==> config.mk <==
export PLATFORM = sky130hd
export DESIGN_NAME = main_fsm
export DESIGN_NICKNAME = d
export VERILOG_FILES = /design/src/rtl/main_fsm.sv
export SDC_FILE = /design/constraint.sdc
export NUM_CORES = 1
export LEC_CHECK = 0
export BUFFER_PORTS_ARGS = -buffer_cell sky130_fd_sc_hd__buf_2
export CAP_MARGIN = 30
export CORE_MARGIN = 2
export CORE_UTILIZATION = 53
export CTS_CLUSTER_DIAMETER = 30
export CTS_CLUSTER_SIZE = 8
export DETAILED_ROUTE_END_ITERATION = 8
export GPL_ROUTABILITY_DRIVEN = 0
export PLACE_DENSITY = 0.77
export SYNTH_ARGS = -nofsm -noshare
export SYNTH_HDL_FRONTEND = slang
export SYNTH_SLANG_ARGS = --single-unit
==> constraint.sdc <==
create_clock -name clk -period 3.81 [get_ports clk]
set_clock_uncertainty 0.15 [all_clocks]
set_input_delay 0.762 -clock clk [delete_from_list [all_inputs] [get_ports clk]]
set_output_delay 0.762 -clock clk [all_outputs]
set_load 0.02 [all_outputs]
==> src/rtl/main_fsm.sv <==
// Main control FSM for the multi-cycle RV32I datapath.
//
// Sequences each instruction through fetch / decode / execute / memory /
// writeback, one state per clock, and drives the datapath enables and mux
// selects. All outputs except `illegal` are registered alongside the state,
// so they only change on clock edges (or immediately on reset).
//
// Ports:
//   clk       in   system clock, rising edge
//   reset     in   asynchronous active-high reset, forces FETCH
//   op        in   instr[6:0] from the instruction register
//   branch    out  conditional PC update request
//   pcupdate  out  unconditional PC write
//   regwrite  out  register file write enable
//   memwrite  out  data memory write enable
//   irwrite   out  instruction register / OldPC load
//   resultsrc out  result mux: 00 ALUOut, 01 Data, 10 ALUResult
//   alusrca   out  ALU A: 00 PC, 01 OldPC, 10 rs1
//   alusrcb   out  ALU B: 00 rs2, 01 ImmExt, 10 constant 4
//   adrsrc    out  memory address: 0 PC, 1 Result
//   aluop     out  ALU decoder op: 00 add, 01 sub, 10 funct decode
//   illegal   out  high in DECODE when op is unsupported
module main_fsm (
  input  logic       clk,
  input  logic       reset,
  input  logic [6:0] op,
  output logic       branch,
  output logic       pcupdate,
  output logic       regwrite,
  output logic       memwrite,
  output logic       irwrite,
  output logic [1:0] resultsrc,
  output logic [1:0] alusrca,
  output logic [1:0] alusrcb,
  output logic       adrsrc,
  output logic [1:0] aluop,
  output logic       illegal
);

  localparam logic [6:0] OpLoad   = 7'b0000011;
  localparam logic [6:0] OpStore  = 7'b0100011;
  localparam logic [6:0] OpRType  = 7'b0110011;
  localparam logic [6:0] OpIType  = 7'b0010011;
  localparam logic [6:0] OpBranch = 7'b1100011;
  localparam logic [6:0] OpJal    = 7'b1101111;

  typedef enum logic [3:0] {
    StFetch    = 4'd0,
    StDecode   = 4'd1,
    StMemAdr   = 4'd2,
    StMemRead  = 4'd3,
    StMemWb    = 4'd4,
    StMemWrite = 4'd5,
    StExecuteR = 4'd6,
    StExecuteI = 4'd7,
    StAluWb    = 4'd8,
    StBeq      = 4'd9,
    StJal      = 4'd10
  } state_e;

  typedef struct packed {
    logic       branch;
    logic       pcupdate;
    logic       regwrite;
    logic       memwrite;
    logic       irwrite;
    logic [1:0] resultsrc;
    logic [1:0] alusrca;
    logic [1:0] alusrcb;
    logic       adrsrc;
    logic [1:0] aluop;
  } ctrl_t;

  state_e state_q, state_d;
  ctrl_t  ctrl_q;

  // Control word for a given state; unused encodings decode to all zeros.
  function automatic ctrl_t ctrl_of(input state_e s);
    ctrl_t c;
    c = '0;
    case (s)
      StFetch: begin
        c.irwrite   = 1'b1;
        c.alusrcb   = 2'b10;
        c.resultsrc = 2'b10;
        c.pcupdate  = 1'b1;
      end
      StDecode: begin
        // Precompute branch/jump target from OldPC + imm.
        c.alusrca = 2'b01;
        c.alusrcb = 2'b01;
      end
      StMemAdr: begin
        c.alusrca = 2'b10;
        c.alusrcb = 2'b01;
      end
      StMemRead: begin
        c.adrsrc = 1'b1;
      end
      StMemWb: begin
        c.resultsrc = 2'b01;
        c.regwrite  = 1'b1;
      end
      StMemWrite: begin
        c.adrsrc   = 1'b1;
        c.memwrite = 1'b1;
      end
      StExecuteR: begin
        c.alusrca = 2'b10;
        c.aluop   = 2'b10;
      end
      StExecuteI: begin
        c.alusrca = 2'b10;
        c.alusrcb = 2'b01;
        c.aluop   = 2'b10;
      end
      StAluWb: begin
        c.regwrite = 1'b1;
      end
      StBeq: begin
        c.alusrca = 2'b10;
        c.aluop   = 2'b01;
        c.branch  = 1'b1;
      end
      StJal: begin
        // Link value OldPC + 4 computed here; target was latched in DECODE.
        c.alusrca  = 2'b01;
        c.alusrcb  = 2'b10;
        c.pcupdate = 1'b1;
      end
      default: c = '0;
    endcase
    return c;
  endfunction

  always_comb begin
    state_d = StFetch;
    case (state_q)
      StFetch: state_d = StDecode;
      StDecode: begin
        case (op)
          OpLoad, OpStore: state_d = StMemAdr;
          OpRType:         state_d = StExecuteR;
          OpIType:         state_d = StExecuteI;
          OpBranch:        state_d = StBeq;
          OpJal:           state_d = StJal;
          default:         state_d = StFetch;
        endcase
      end
      StMemAdr: begin
        if (op == OpLoad) begin
          state_d = StMemRead;
        end else if (op == OpStore) begin
          state_d = StMemWrite;
        end else begin
          state_d = StFetch;
        end
      end
      StMemRead:  state_d = StMemWb;
      StMemWb:    state_d = StFetch;
      StMemWrite: state_d = StFetch;
      StExecuteR: state_d = StAluWb;
      StExecuteI: state_d = StAluWb;
      StJal:      state_d = StAluWb;
      StAluWb:    state_d = StFetch;
      StBeq:      state_d = StFetch;
      default:    state_d = StFetch;
    endcase
  end

  // Control word is registered from the next state so it tracks state_q
  // exactly and never glitches within a state.
  always_ff @(posedge clk or posedge reset) begin
    if (reset) begin
      state_q <= StFetch;
      ctrl_q  <= ctrl_of(StFetch);
    end else begin
      state_q <= state_d;
      ctrl_q  <= ctrl_of(state_d);
    end
  end

  always_comb begin
    branch    = ctrl_q.branch;
    pcupdate  = ctrl_q.pcupdate;
    regwrite  = ctrl_q.regwrite;
    memwrite  = ctrl_q.memwrite;
    irwrite   = ctrl_q.irwrite;
    resultsrc = ctrl_q.resultsrc;
    alusrca   = ctrl_q.alusrca;
    alusrcb   = ctrl_q.alusrcb;
    adrsrc    = ctrl_q.adrsrc;
    aluop     = ctrl_q.aluop;
  end

  // op is held stable by the instruction register throughout DECODE.
  always_comb begin
    illegal = 1'b0;
    if (state_q == StDecode) begin
      case (op)
        OpLoad, OpStore, OpRType, OpIType, OpBranch, OpJal: illegal = 1'b0;
        default:                                            illegal = 1'b1;
      endcase
    end
  end

endmodule

==> results.json <==
{
  "cts_sinks": 17,
  "mappedNetlistNets": 82,
  "clkLatencyLatePin_ps": 290,
  "global_route.overflow_total": 0,
  "finalNetCount": 109,
  "grt_pass1_vias": 660,
  "synth-main-ff-cell": "sky130_fd_sc_hd__dfrtp_1",
  "synth.ff_latch_count": 17,
  "rr_startpoint": "state_q[3]",
  "asyncSetResetFlopFracSynth": 1.00,
  "post-dp-hpwl_um": 1220,
  "layout_common_cells": "sky130_fd_sc_hd__buf_2, sky130_fd_sc_hd__dfrtp_1, sky130_fd_sc_hd__inv_1, sky130_fd_sc_hd__nor2_1",
  "path_max_fanout": 8,
  "post_synth_main_area_contributors": "sky130_fd_sc_hd__dfrtp_1, sky130_fd_sc_hd__dfstp_2, sky130_fd_sc_hd__inv_1",
  "die_outline_width_um": 43.6,
  "detailroute.via_count": 674,
  "r2r_setup_slack_ps": 1840,
  "number_of_antenna_violations_at_the_first_check_in_global_routing": 0,
  "tritoncts": "yes",
  "critical_path.reg2reg.endpoint": "alusrca[1]",
  "track_usage": 0.191,
  "critPathMaxStageDelay_ps": 250,
  "drive_above_1_share": 0.424,
  "final_area_um2": 987,
  "cts.repair_timing.setup_buffer_count": 0,
  "setup_tns_ps": 0,
  "maxCapViolations": 0,
  "seq_area_um2": 429,
  "critical_path_arrival_ps": 1600,
  "synth_cell_type_count": 36,
  "vdd.ir_drop.worst_uv": 393,
  "rsz0062_at_grt": "false",
  "ctsLongestPathBuffers": 2,
  "achievable-frequency_mhz": 397,
  "grt_start_max_net_pins": 18,
  "drt_first_pass_iters": 4,
  "fillCellCount": 121,
  "synth_warnings": 0,
  "crit_path_cell_trace": "buf_2, nand3b_1, nor3_1, nor2_1, buf_2",
  "ff2ff_path_depth": 4,
  "critical_path_required_ps": 2900,
  "wire_per_inst_um": 14.3,
  "report.final.slew_viol_count": 0,
  "number_of_diodes": 0,
  "multi_input_comb_area_um2": 360,
  "synth_largest_type_area_fraction": 0.421,
  "ioPinCount": 24,
  "post_synthesis_cell_area_um2": 832,
  "clk_pin_slew_ps": 110,
  "timing.setup.critical_path_class": "input port to output pin",
  "synthesis.area_per_instance_um2": 11.4,
  "hold_violations": 0,
  "drc": 0,
  "ctsRootBufferMaster": "sky130_fd_sc_hd__clkbuf_4",
  "fp-row-count": 14,
  "wl_um": 1640,
  "die_h_um": 43.6,
  "synthesized_instance_count": 73,
  "time_the_final_worst_path_needs_with_i_o_delays_and_setup_ps": 2520,
  "place.port_buffers": 23,
  "grt_pass1_wl_um": 2700,
  "detail_route.vias_per_cell": 5.86,
  "power.static_leakage_nw": 0.520,
  "drtAntennaViolNets": 0,
  "power_density_mw_per_mm2": 553,
  "placeableCoreArea_mm2": 0.00149,
  "cts_made_buffers": 3,
  "max_slew.worst_pin.slew_ps": 627,
  "critPathLaunchType": "input port",
  "hold_path.class": "input port to asynchronous set/reset pin",
  "status": "completed",
  "worst_setup_path_end_kind": "output pin",
  "count_of_hold_fix_buffers_inserted_at_cts": 0,
  "setup_viol_count_final": 0,
  "postCtsResizedCells": 0,
  "critical-path-slowest-cell": "sky130_fd_sc_hd__nor3_1",
  "h_tree_level_count": 1,
  "fp.dieArea_mm2": 0.00190,
  "dr.first_iter.drc_count": 15,
  "area_growth_pct": 18.6,
  "synth-edff-count": 0,
  "synth_area_leader_cell": "sky130_fd_sc_hd__dfrtp_1",
  "slew_headroom": 0.582,
  "initial_utilization": 0.559,
  "place_area_um2": 960,
  "synth_sequential_area_ratio": 0.516,
  "period_share": 0.660,
  "most_prevalent_standard_cell_on_the_critical_path": "sky130_fd_sc_hd__buf_2",
  "mostFrequentLayoutCell": "sky130_fd_sc_hd__buf_2"
}
==> area by class of cell <==
type,count,share of cell area
clock buffer,3,0.0228
clock inverter,1,0.00507
inverter,8,0.0355
multi-input combinational,47,0.365
sequential,17,0.435
tap,16,0.0203
timing repair buffer,23,0.117
==> logic make-up after synthesis <==
kind of cell	after synthesis	synth area share
buf+inv	9	0.0511
xor+xnor	1	0.0105
compound gates	12	0.104
flops	17	0.516
mux	1	0.0135
simple gates	33	0.305
==> synth_stat cells, types with 2 or more instances <==
library cell and count:
sky130_fd_sc_hd__o211ai_1 2, sky130_fd_sc_hd__nand4_1 2, sky130_fd_sc_hd__dfstp_2 3, sky130_fd_sc_hd__dfrtp_1 14, sky130_fd_sc_hd__nand2b_1 2, sky130_fd_sc_hd__o21ai_0 2, sky130_fd_sc_hd__nand3_1 3, sky130_fd_sc_hd__nor3b_1 2
sky130_fd_sc_hd__nor2_1 4, sky130_fd_sc_hd__nor3_1 3, sky130_fd_sc_hd__inv_1 7, sky130_fd_sc_hd__and2_2 2, sky130_fd_sc_hd__a21oi_1 2, sky130_fd_sc_hd__nand2_1 3
==> critical path: cells and delay by family <==
kind / cells / cell delay [ps]
buffers and inverters: 2 / 310
and+or+nand+nor: 3 / 530
==> metrics by stage <==
stage	setup WS (ps)	instances	util	power [mW]	hold slack, ps
2_1_floorplan	1490	73	-	0.393	449
3_3_place_gp	1300	111	0.645	0.447	487
5_1_grt	1210	115	0.663	0.572	439
4_1_cts	1280	115	0.663	0.547	399
6_report	1290	115	0.663	0.546	378
3_5_place_dp	1290	111	0.645	0.450	508
==> layer usage <==
layer	GRT usage	part of all wire	up-vias
met4	0.0970	0.018	0
met2	0.338	0.53	18
met3	0.0417	0.054	6
met5	0	0	-
met1	0.212	0.40	330
li1	-	-	320
==> how the worst max path moves through the flow <==
| stage | to | slack (ps) | from | cells after the start |
|---|---|---|---|---|
| CTS | illegal | 1280 | op[4] | 5 |
| detailed placement | illegal | 1290 | op[4] | 5 |
| floorplan | illegal | 1490 | op[3] | 4 |
| finish | illegal | 1290 | op[4] | 5 |
| global placement | illegal | 1300 | op[4] | 5 |
| global route | illegal | 1210 | op[4] | 5 |
==> sequential cells by signal, summed over array words and instances, names as in the netlist, 2 cells and up <==
| register | flops |
|---|---|
| aluop | 2 |
| state_q | 4 |
| alusrca | 2 |
| alusrcb | 2 |
==> power by group <==
part	switching [mW]	internal, mW
clock	0.0615	0.0390
combinational	0.130	0.0729
sequential	0.0163	0.226
total	0.208	0.338
Note: power is estimated with default switching activity, not from simulation.
